--- config.mk ---
export PLATFORM = sky130hd
export DESIGN_NAME = gty_reset_sequencer
export DESIGN_NICKNAME = d
export VERILOG_FILES = /design/src/rtl/gty_pkg.sv /design/src/rtl/bit_sync2.sv /design/src/rtl/gty_reset_sequencer.sv
export SDC_FILE = /design/constraint.sdc
export NUM_CORES = 1
export LEC_CHECK = 0
export ABC_AREA = 1
export CORE_MARGIN = 2
export CORE_UTILIZATION = 60
export CTS_CLUSTER_SIZE = 30
export DETAILED_ROUTE_END_ITERATION = 7
export PLACE_DENSITY = 0.81
export SYNTH_ARGS = -nofsm -noshare
export SYNTH_HDL_FRONTEND = slang
export SYNTH_HIERARCHICAL = 1
export SYNTH_SLANG_ARGS = --single-unit
--- constraint.sdc ---
create_clock -name sysclk -period 6.2 [get_ports sysclk]
set_input_delay 1.55 -clock sysclk [delete_from_list [all_inputs] [get_ports sysclk]]
set_output_delay 1.55 -clock sysclk [all_outputs]
set_load 0.05 [all_outputs]
--- src/rtl/gty_pkg.sv ---
// Shared types and constants for the GTY lane reset sequencer.
package gty_pkg;

  typedef enum logic [2:0] {
    WAIT_LOCK = 3'd0,
    TX_RESET  = 3'd1,
    TX_WAIT   = 3'd2,
    RX_RESET  = 3'd3,
    RX_WAIT   = 3'd4,
    READY     = 3'd5
  } gty_rst_state_t;

  localparam int GTY_SYNC_STAGES = 2;

  function automatic int gty_max3(input int a, input int b, input int c);
    int m;
    m = (a > b) ? a : b;
    return (m > c) ? m : c;
  endfunction

endpackage

--- src/rtl/bit_sync2.sv ---
// Multi-stage flop synchronizer for independent asynchronous bits; GTY_SYNC_STAGES cycles of latency.
// Bits are not related to each other, so no coherency between them is implied.
module bit_sync2
  import gty_pkg::*;
#(
  parameter int WIDTH = 1
) (
  input  logic             clk,
  input  logic             rst,
  input  logic [WIDTH-1:0] d,
  output logic [WIDTH-1:0] q
);

  logic [GTY_SYNC_STAGES-1:0][WIDTH-1:0] chain_q;

  always_ff @(posedge clk) begin
    if (rst) begin
      chain_q <= '0;
    end else begin
      chain_q <= {chain_q[GTY_SYNC_STAGES-2:0], d};
    end
  end

  assign q = chain_q[GTY_SYNC_STAGES-1];

endmodule

--- src/rtl/gty_reset_sequencer.sv ---
// Per-lane GTY bring-up: waits for a settled QPLL lock, pulses TX then RX datapath resets, reports link_up.
// All outputs are registered and track the FSM state; aborts to WAIT_LOCK on lock loss or restart.
module gty_reset_sequencer
  import gty_pkg::*;
#(
  parameter int QPLL_SEL            = 1,
  parameter int LOCK_SETTLE_CYCLES  = 1024,
  parameter int RESET_PULSE_CYCLES  = 64,
  parameter int DONE_TIMEOUT_CYCLES = 65536
) (
  input  logic       sysclk,
  input  logic       rst,
  input  logic [1:0] qpll_lock,
  input  logic       tx_resetdone,
  input  logic       rx_resetdone,
  input  logic       rx_cdr_lock,
  input  logic       restart,
  output logic       tx_reset,
  output logic       rx_reset,
  output logic       tx_userrdy,
  output logic       rx_userrdy,
  output logic       link_up,
  output logic [2:0] state_out,
  output logic [7:0] retry_count
);

  localparam int CNT_MAX = gty_max3(LOCK_SETTLE_CYCLES, RESET_PULSE_CYCLES, DONE_TIMEOUT_CYCLES);
  localparam int CNT_W   = $clog2(CNT_MAX) + 1;

  localparam logic [CNT_W-1:0] SETTLE_LAST  = CNT_W'(LOCK_SETTLE_CYCLES - 1);
  localparam logic [CNT_W-1:0] PULSE_LAST   = CNT_W'(RESET_PULSE_CYCLES - 1);
  localparam logic [CNT_W-1:0] TIMEOUT_LAST = CNT_W'(DONE_TIMEOUT_CYCLES - 1);

  logic [1:0] qpll_lock_s;
  logic       tx_done_s;
  logic       rx_done_s;
  logic       cdr_s;
  logic       lock_ok;
  logic       qpll_sync_unused;

  bit_sync2 #(.WIDTH(2)) u_sync_qpll   (.clk(sysclk), .rst(rst), .d(qpll_lock),    .q(qpll_lock_s));
  bit_sync2 #(.WIDTH(1)) u_sync_txdone (.clk(sysclk), .rst(rst), .d(tx_resetdone), .q(tx_done_s));
  bit_sync2 #(.WIDTH(1)) u_sync_rxdone (.clk(sysclk), .rst(rst), .d(rx_resetdone), .q(rx_done_s));
  bit_sync2 #(.WIDTH(1)) u_sync_cdr    (.clk(sysclk), .rst(rst), .d(rx_cdr_lock),  .q(cdr_s));

  // Both QPLL bits are synchronized so either can be selected; only one gates this lane.
  assign lock_ok          = qpll_lock_s[QPLL_SEL];
  assign qpll_sync_unused = ^qpll_lock_s;

  gty_rst_state_t   state_q, state_d;
  logic [CNT_W-1:0] cnt_q, cnt_d;
  logic [7:0]       retry_q, retry_d;
  logic             retry_bump;

  logic tx_reset_q, tx_reset_d;
  logic rx_reset_q, rx_reset_d;
  logic tx_userrdy_q, tx_userrdy_d;
  logic rx_userrdy_q, rx_userrdy_d;
  logic link_up_q, link_up_d;

  always_ff @(posedge sysclk) begin
    if (rst) begin
      state_q      <= WAIT_LOCK;
      cnt_q        <= '0;
      retry_q      <= '0;
      tx_reset_q   <= 1'b1;
      rx_reset_q   <= 1'b1;
      tx_userrdy_q <= 1'b0;
      rx_userrdy_q <= 1'b0;
      link_up_q    <= 1'b0;
    end else begin
      state_q      <= state_d;
      cnt_q        <= cnt_d;
      retry_q      <= retry_d;
      tx_reset_q   <= tx_reset_d;
      rx_reset_q   <= rx_reset_d;
      tx_userrdy_q <= tx_userrdy_d;
      rx_userrdy_q <= rx_userrdy_d;
      link_up_q    <= link_up_d;
    end
  end

  // Abort beats timeout, and a resetdone beats a timeout landing on the same cycle.
  always_comb begin
    state_d    = state_q;
    cnt_d      = cnt_q + CNT_W'(1);
    retry_d    = retry_q;
    retry_bump = 1'b0;
    if (state_q != WAIT_LOCK && (!lock_ok || restart)) begin
      state_d = WAIT_LOCK;
    end else begin
      case (state_q)
        WAIT_LOCK: begin
          if (!lock_ok || restart) begin
            cnt_d = '0;
          end else if (cnt_q == SETTLE_LAST) begin
            state_d = TX_RESET;
          end
        end
        TX_RESET: begin
          if (cnt_q == PULSE_LAST) state_d = TX_WAIT;
        end
        TX_WAIT: begin
          if (tx_done_s) begin
            state_d = RX_RESET;
          end else if (cnt_q == TIMEOUT_LAST) begin
            state_d    = TX_RESET;
            retry_bump = 1'b1;
          end
        end
        RX_RESET: begin
          if (cnt_q == PULSE_LAST) state_d = RX_WAIT;
        end
        RX_WAIT: begin
          if (rx_done_s && cdr_s) begin
            state_d = READY;
          end else if (cnt_q == TIMEOUT_LAST) begin
            state_d    = RX_RESET;
            retry_bump = 1'b1;
          end
        end
        READY: begin
          cnt_d = '0;
          if (!cdr_s) state_d = RX_RESET;
        end
        default: state_d = WAIT_LOCK;
      endcase
    end
    if (state_d != state_q) cnt_d = '0;
    if (retry_bump && retry_q != 8'hFF) retry_d = retry_q + 8'd1;
  end

  // Outputs are decoded from the next state so each registered output lines up with state_q.
  always_comb begin
    tx_reset_d   = 1'b1;
    rx_reset_d   = 1'b1;
    tx_userrdy_d = 1'b0;
    rx_userrdy_d = 1'b0;
    link_up_d    = 1'b0;
    case (state_d)
      TX_WAIT, RX_RESET: begin
        tx_reset_d   = 1'b0;
        tx_userrdy_d = 1'b1;
      end
      RX_WAIT: begin
        tx_reset_d   = 1'b0;
        tx_userrdy_d = 1'b1;
        rx_reset_d   = 1'b0;
        rx_userrdy_d = 1'b1;
      end
      READY: begin
        tx_reset_d   = 1'b0;
        tx_userrdy_d = 1'b1;
        rx_reset_d   = 1'b0;
        rx_userrdy_d = 1'b1;
        link_up_d    = 1'b1;
      end
      default: begin
        tx_reset_d = 1'b1;
      end
    endcase
  end

  assign tx_reset    = tx_reset_q;
  assign rx_reset    = rx_reset_q;
  assign tx_userrdy  = tx_userrdy_q;
  assign rx_userrdy  = rx_userrdy_q;
  assign link_up     = link_up_q;
  assign state_out   = state_q;
  assign retry_count = retry_q;

endmodule
==> results of run 1 <==
==> sequential cells by signal, summed over array words and instances (netlist names) <==
signal and count:
rx_reset 1, u_sync_qpll/q 1, tx_userrdy 1, u_sync_txdone/q 1, u_sync_txdone/chain_q 1, link_up 1
rx_userrdy 1, tx_reset 1, u_sync_cdr/chain_q 1, u_sync_qpll/chain_q 1, u_sync_cdr/q 1, u_sync_rxdone/chain_q 1
cnt_q 17, retry_count 8, state_out 3, u_sync_rxdone/q 1
==> final cells by class <==
cell class / count / area, sq um / share of cell area [%]
clock buffers: 6 / 51.30 / 2.113
clock inverters: 2 / 37.54 / 1.546
inverters: 42 / 157.7 / 6.495
multi-input cells: 207 / 1082 / 44.59
flip-flops and latches: 41 / 820.8 / 33.81
well taps: 46 / 57.56 / 2.371
repair buffers: 22 / 220.2 / 9.072
==> power breakdown <==
part,leakage [nW],total (W),switching [W],internal [W]
Clock,0.0445,0.000185,0.0000891,0.0000958
Combinational,0.623,0.0000149,0.00000920,0.00000566
Sequential,0.332,0.000267,0.000000760,0.000266
Total,1.00,0.000466,0.0000991,0.000367
==> routing by layer <==
layer / share of wire, % / GRT usage (%) / vias up
li1: - / - / 979
met1: 50 / 30.30 / 798
met2: 44 / 34.04 / 33
met3: 4.4 / 5.357 / 4
met4: 1.2 / 7.337 / 0
met5: 0 / 0 / -
==> worst max-delay path by stage <==
stage                        start                   end  slack (ns)  cells past startpoint
2_1_floorplan  cnt_q[0]$_SDFF_PP0_  cnt_q[15]$_SDFF_PP0_        3.54                     22
3_3_place_gp               restart   cnt_q[1]$_SDFF_PP0_        2.91                     10
3_5_place_dp               restart   cnt_q[2]$_SDFF_PP0_        2.85                     10
4_1_cts        cnt_q[0]$_SDFF_PP0_   cnt_q[2]$_SDFF_PP0_        2.91                     20
5_1_grt        cnt_q[0]$_SDFF_PP0_   cnt_q[1]$_SDFF_PP0_        2.29                     20
6_report       cnt_q[0]$_SDFF_PP0_   cnt_q[2]$_SDFF_PP0_        2.90                     20
==> metrics by stage <==
stage / hold slack, ns / worst slack (ns) / util, %
after detailed placement: 0.3947 / 2.846 / 69.53
final: 0.4132 / 2.899 / 72.17
after global routing: 0.4327 / 2.292 / 72.17
after CTS: 0.4085 / 2.915 / 72.17
after floorplan: 0.3883 / 3.544 / -
after global placement: 0.3894 / 2.912 / 69.53
==> critical path, cell delays in order (launching register included) <==
cell and delay, ns:
dfxtp_1 0.39, ha_1 0.24, nand3_2 0.14, nor3_1 0.26, nand2_1 0.12, nor3_1 0.34, nand3_1 0.15, nor2_1 0.12
ha_1 0.22, inv_1 0.07, nand2_1 0.05, nand2_1 0.05, nand2_1 0.05, nand2_1 0.05, nor2_1 0.10, nand3_1 0.12
nand3_1 0.09, nand2_1 0.05, inv_1 0.09, nand3_4 0.31, nor2_1 0.20
==> cells in the final DEF (no fill, tap or decap) <==
cell type / count
nand2_1: 61
nor2_1: 47
dfxtp_1: 41
inv_1: 40
nand3_1: 26
clkdlybuf4s50_1: 22
nor2_4: 12
nor3_1: 9
nand4_1: 8
a21oi_1: 8
nand2_2: 6
o21ai_0: 5
clkbuf_4: 5
nand3b_1: 4
or2_2: 3
ha_1: 3
nand3_2: 2
inv_2: 2
nor2_2: 2
xor2_1: 2
xnor2_1: 2
o21ai_2: 1
o211ai_1: 1
nand3_4: 1
a31o_2: 1
o21ai_1: 1
a31oi_1: 1
nor4_1: 1
bufinv_16: 1
clkinvlp_4: 1
clkbuf_8: 1
==> summary.md, run 1 <==
| Metric | Value |
|---|---|
| Max transition margin | `53.05%` |
| Post-CTS Setup Inserts | `0` |
| R2r startpoint | `cnt_q[0]$_SDFF_PP0_` |
| Arrival @ worst endpoint | `3.59 ns` |
| Post-DP HPWL | `2820 um` |
| Largest net degree at the start of global routing | `19` |
| Cts repair resizes | `0` |
| Worst Tran Pin Value | `0.7020 ns` |
| Fin Clk Skew | `0.01215 ns` |
| Vias per Instance | `4.956` |
| Die H | `63.21 um` |
| Status | `complete, no violations` |
| CTS buffer count | `5` |
| Tot Pwr | `0.0004664 W` |
| Final-layout fill cell count | `313` |
| Setup violators final | `0` |
| Avg Cell Area, Syn | `7.154 sq um` |
| Non-filler cells, final | `366` |
| Final ANT Viol Nets | `0` |
| Critical Path Fanout Max | `17` |
| Post-synthesis cell area | `2103 sq um` |
| First-pass GRT wire length | `7107 um` |
| Routed wire length | `3862 um` |
| Final net count | `330` |
| Unrepaired setup endpoints after global routing | `false` |
| Final TNS setup | `0 ns` |
| Port-buffer cells | `22` |
| CTS clk-pin slew, worst paths | `0.12 ns` |
| I/O pin count | `24` |
| Crit Path Category | `reg -> reg` |
| Mapped Cells | `294` |
| Layout Area Growth over Synthesis | `15.41%` |
| Dpl cells | `358` |
| Nature of the critical path startpoint | `flop` |
| All-Layer GR Usage | `22.06%` |
| # H-tree levels | `2` |
| Part of the cycle the worst path needs | `53.24%` |
| DIE AREA | `3995 sq um` |
| Post-route cell area | `2427 sq um` |
| Hold Path Cell Cnt | `2` |
| Leak | `0.9997 nW` |
| Wire per inst | `10.55 um` |
| Diodes inserted | `0` |
| HP Start | `u_sync_txdone/chain_q[0]$_SDFF_PP0_` |
| Layout cells sized above 1 | `11.88%` |
| Starting Density | `62.54%` |
| Reg2reg end | `cnt_q[2]$_SDFF_PP0_` |
| Worst VDD drop | `147.1 uV` |
| CP endpoint kind | `flop` |
| WHS Endpoint | `u_sync_txdone/q$_SDFF_PP0_` |
| CTS Hold Buffers Added | `0` |
| DR vias | `1814` |
| 1st-iter DRT viols | `129` |
| Placer Congestion | `0.9166` |
| GRT overflow | `0` |
| Max-slew violation count | `0` |
| Clk sinks | `41` |
| Vias in the first global route | `1616` |
| Initial antenna violation count | `0` |
| PwrDens | `192.1 nW/um^2` |
| Residual DRC | `0` |
| Required @ worst endpoint | `6.49 ns` |
| DP Area | `2338 sq um` |
| Highest achievable clock rate | `303.0 MHz` |
| Clock period minus worst slack | `3.301 ns` |
| Hold Crit Class | `reg -> reg` |
| Post-synth net total | `305` |
| Warnings, synthesis | `6` |
| Final hold vios | `0` |
| Max cap viols | `0` |
| R2R depth | `20` |
| Pre-Repair DR Iteration Count | `6` |
| Core Box Area | `3363 sq um` |
| Root Buffer | `clkbuf_4` |
| Clock Tree Buf Depth | `2` |
| R2R Setup Slk | `2.90 ns` |
| Die Wd | `63.21 um` |
| Rows | `21` |
| Later-pin clock latency in the skew report | `0.36 ns` |
| CTS tree | `built` |
Power figures use the tool's default switching activity.
==> run 2, diff against run 1 <==
CORE_UTILIZATION = 50   (was 60)
PLACE_DENSITY = 0.72   (was 0.81)
clock period = 3 ns   (was 6.2 ns; I/O delays follow)
==> run 2 against run 1 <==
Against the previous run:
- count of clock-buffer cells in the layout decreased by 1
- via count increased by 0.77%
- design area increased by 6.4%
- first-iteration DRC count is 7.0% higher
- final cell count rose by 4.9%
- critical endpoint is now cnt_q[6]$_SDFF_PP0_
- critical path depth is 2 higher
- highest routed layer unchanged
- global-route usage is 4.0 points lower
- die area is 19% higher
- utilization fell by 8.1 points
==> summary.md, run 2 (synthesis results as in run 1) <==
| Metric | Value |
|---|---|
| Status | `complete, no violations (unchanged)` |
| Non-filler cells, final | `384 (was 366)` |
| Dpl cells | `375 (was 358)` |
| Placer Congestion | `0.8483 (was 0.9166)` |
| All-Layer GR Usage | `18.02% (was 22.06%)` |
| CTS Hold Buffers Added | `0 (unchanged)` |
| Commonest non-fill, non-tap cell in the layout | `nand2_1 (unchanged)` |
| Largest Register | `cnt_q (unchanged)` |
| Final ANT Viol Nets | `0 (unchanged)` |
| R2r startpoint | `cnt_q[1]$_SDFF_PP0_ (was cnt_q[0]$_SDFF_PP0_)` |
| Reg2reg end | `cnt_q[6]$_SDFF_PP0_ (was cnt_q[2]$_SDFF_PP0_)` |
| Die H | `68.86 um (was 63.21 um)` |
| CP endpoint kind | `flop (unchanged)` |
| CP top delay family | `simple AND/OR/NAND/NOR gates (unchanged)` |
| Cell Chain, Critical Path | `ha_1, nand3_2, nor3_2, nand2_1, nor3_2, nand3_1, nor2_1, ha_2, inv_1, nand2_1, nand2_1, nand2_1, nand2_1, nor2_1, nand3_1, nand2_1, nand2_1, nand2_1, inv_1, nand3_4, clkbuf_16, nor2_4 (was ha_1, nand3_2, nor3_1, nand2_1, nor3_1, nand3_1, nor2_1, ha_1, inv_1, nand2_1, nand2_1, nand2_1, nand2_1, nor2_1, nand3_1, nand3_1, nand2_1, inv_1, nand3_4, nor2_1)` |
| R2R Setup Slk | `0.29 ns (was 2.90 ns)` |
| Dpl ws | `0.1310 ns (was 2.846 ns)` |
| Clock Tree Buf Depth | `2 (unchanged)` |
| Routed wire length | `4022 um (was 3862 um)` |
| Part of the cycle the worst path needs | `90.40% (was 53.24%)` |
| First-pass GRT wire length | `6354 um (was 7107 um)` |
| Port-buffer cells | `22 (unchanged)` |
| Residual DRC | `0 (unchanged)` |
| Root Buffer | `clkbuf_8 (was clkbuf_4)` |
| Post-CTS Setup Inserts | `0 (unchanged)` |
| Max transition margin | `66.91% (was 53.05%)` |
| CTS clk-pin slew, worst paths | `0.08 ns (was 0.12 ns)` |
| Max-slew violation count | `0 (unchanged)` |
| Nature of the critical path startpoint | `flop (unchanged)` |
| Hold Path Cell Cnt | `2 (unchanged)` |
| DP Area | `2454 sq um (was 2338 sq um)` |
| WP buf/inv | `3 (was 2)` |
| Max cap viols | `0 (unchanged)` |
| Met3 Usage GRT | `4.870% (was 5.357%)` |
| Max FFs per register | `17 (unchanged)` |
| CP max stage cell | `dfxtp_1 (unchanged)` |
| # H-tree levels | `2 (unchanged)` |
| Clk sinks | `41 (unchanged)` |
| Layout Area Growth over Synthesis | `22.78% (was 15.41%)` |
| Critical Path Fanout Max | `8 (was 17)` |
| Starting Density | `52.20% (was 62.54%)` |
| Hold Slack | `0.4044 ns (was 0.4132 ns)` |
| Fin Clk Skew | `0.008015 ns (was 0.01215 ns)` |
| Later-pin clock latency in the skew report | `0.29 ns (was 0.36 ns)` |
| Wire per inst | `10.47 um (was 10.55 um)` |
| Commonest non-fill, non-tap cells in the layout | `61 x nand2_1, 47 x nor2_1, 41 x dfxtp_1 (unchanged)` |
| DR vias | `1828 (was 1814)` |
| Post-route cell area | `2582 sq um (was 2427 sq um)` |
| CP max stage delay | `0.36 ns (was 0.39 ns)` |
| Rows | `23 (was 21)` |
| Util after Layout | `64.10% (was 72.17%)` |
| R2R depth | `22 (was 20)` |
| Die Wd | `68.86 um (was 63.21 um)` |
| I/O pin count | `24 (unchanged)` |
| Diodes inserted | `0 (unchanged)` |
| Busiest grt layer | `met2 (unchanged)` |
| CP most frequent cell | `nand2_1 (unchanged)` |
| Largest net degree at the start of global routing | `18 (was 19)` |
| DIE AREA | `4741 sq um (was 3995 sq um)` |
| PwrDens | `367.4 nW/um^2 (was 192.1 nW/um^2)` |
| Pre-Repair DR Iteration Count | `4 (was 6)` |
| Final net count | `344 (was 330)` |
| Required @ worst endpoint | `3.19 ns (was 6.49 ns)` |
| GRT overflow | `0 (unchanged)` |
| Worst VDD drop | `312.2 uV (was 147.1 uV)` |
| Setup violators final | `0 (unchanged)` |
| Vias per Instance | `4.760 (was 4.956)` |
| Final WS setup | `0.2881 ns (was 2.899 ns)` |
| WHS Endpoint | `u_sync_cdr/q$_SDFF_PP0_ (was u_sync_txdone/q$_SDFF_PP0_)` |
| Highest achievable clock rate | `368.7 MHz (was 303.0 MHz)` |
| Worst Tran Pin Value | `0.4948 ns (was 0.7020 ns)` |
| Clock period minus worst slack | `2.712 ns (was 3.301 ns)` |
| Met1 Usage GRT | `25.13% (was 30.30%)` |
| 1st-iter DRT viols | `138 (was 129)` |
| Core Box Area | `4029 sq um (was 3363 sq um)` |
| CTS buffer count | `5 (unchanged)` |
| Post-DP HPWL | `2933 um (was 2820 um)` |
| Hold Crit Class | `reg -> reg (unchanged)` |
| Arrival @ worst endpoint | `2.90 ns (was 3.59 ns)` |
| Vias in the first global route | `1485 (was 1616)` |
| HP Start | `u_sync_cdr/chain_q[0]$_SDFF_PP0_ (was u_sync_txdone/chain_q[0]$_SDFF_PP0_)` |
| Initial antenna violation count | `0 (unchanged)` |
| Leak | `1.085 nW (was 0.9997 nW)` |
| Crit Path Category | `reg -> reg (unchanged)` |
| Met2 Track Usage GR | `26.32% (was 34.04%)` |
| CTS tree | `built (unchanged)` |
| Layout cells sized above 1 | `16.47% (was 11.88%)` |
| Final hold vios | `0 (unchanged)` |
| Crit path depth | `22 (was 20)` |
[run 2: power by group]
| group | leakage [nW] | internal (W) | switching, W | total (W) |
|---|---|---|---|---|
| registers | 0.332 | 0.000549 | 0.00000143 | 0.000550 |
| logic | 0.705 | 0.0000189 | 0.0000211 | 0.0000399 |
| clock network | 0.0481 | 0.000165 | 0.000194 | 0.000359 |
[run 2: cell type report]
cell class	count	area, sq um
Clock buffer	5	68.82
Clock inverter	3	22.52
Fill cell	377	1446
Inverter	42	157.7
Multi-Input combinational cell	207	1095
Sequential cell	41	820.8
Tap cell	50	62.56
Timing Repair Buffer	36	355.3
[run 2: how the worst max path moves through the flow]
stage,from,endpoint
after floorplan,cnt_q[0]$_SDFF_PP0_,cnt_q[15]$_SDFF_PP0_
after global placement,cnt_q[1]$_SDFF_PP0_,cnt_q[1]$_SDFF_PP0_
after detailed placement,cnt_q[1]$_SDFF_PP0_,cnt_q[2]$_SDFF_PP0_
after CTS,cnt_q[1]$_SDFF_PP0_,cnt_q[5]$_SDFF_PP0_
after global routing,cnt_q[1]$_SDFF_PP0_,cnt_q[11]$_SDFF_PP0_
final,cnt_q[1]$_SDFF_PP0_,cnt_q[6]$_SDFF_PP0_
[run 2: what timing repair did]
item / 4_1_cts / 5_1_grt
resized for setup: 0 / 3
setup endpoints to repair: 0 / 19
hold endpoints to repair: 0 / 0
[run 2: metrics by stage]
step | power (W) | TNS (ns)
floorplan | 0.0005865 | 0
global placement | 0.0005987 | 0
detailed placement | 0.0005992 | 0
CTS | 0.0009575 | 0
global route | 0.0009873 | -0.1786
finish | 0.0009489 | 0
[run 2: routing by layer]
layer  vias to the layer above  wire length [um]
met4                         0                29
met2                        31              1781
met3                         2               162
met1                       790              2049
li1                       1005                 -
met5                         -                 0
[run 2: worst min-delay path, delay by kind of cell, from the launching register on]
| kind | cells | cell delay (ns) |
|---|---|---|
| buffers and inverters | 1 | 0.04 |
| DFF | 1 | 0.30 |
| and+or+nand+nor | 1 | 0.03 |
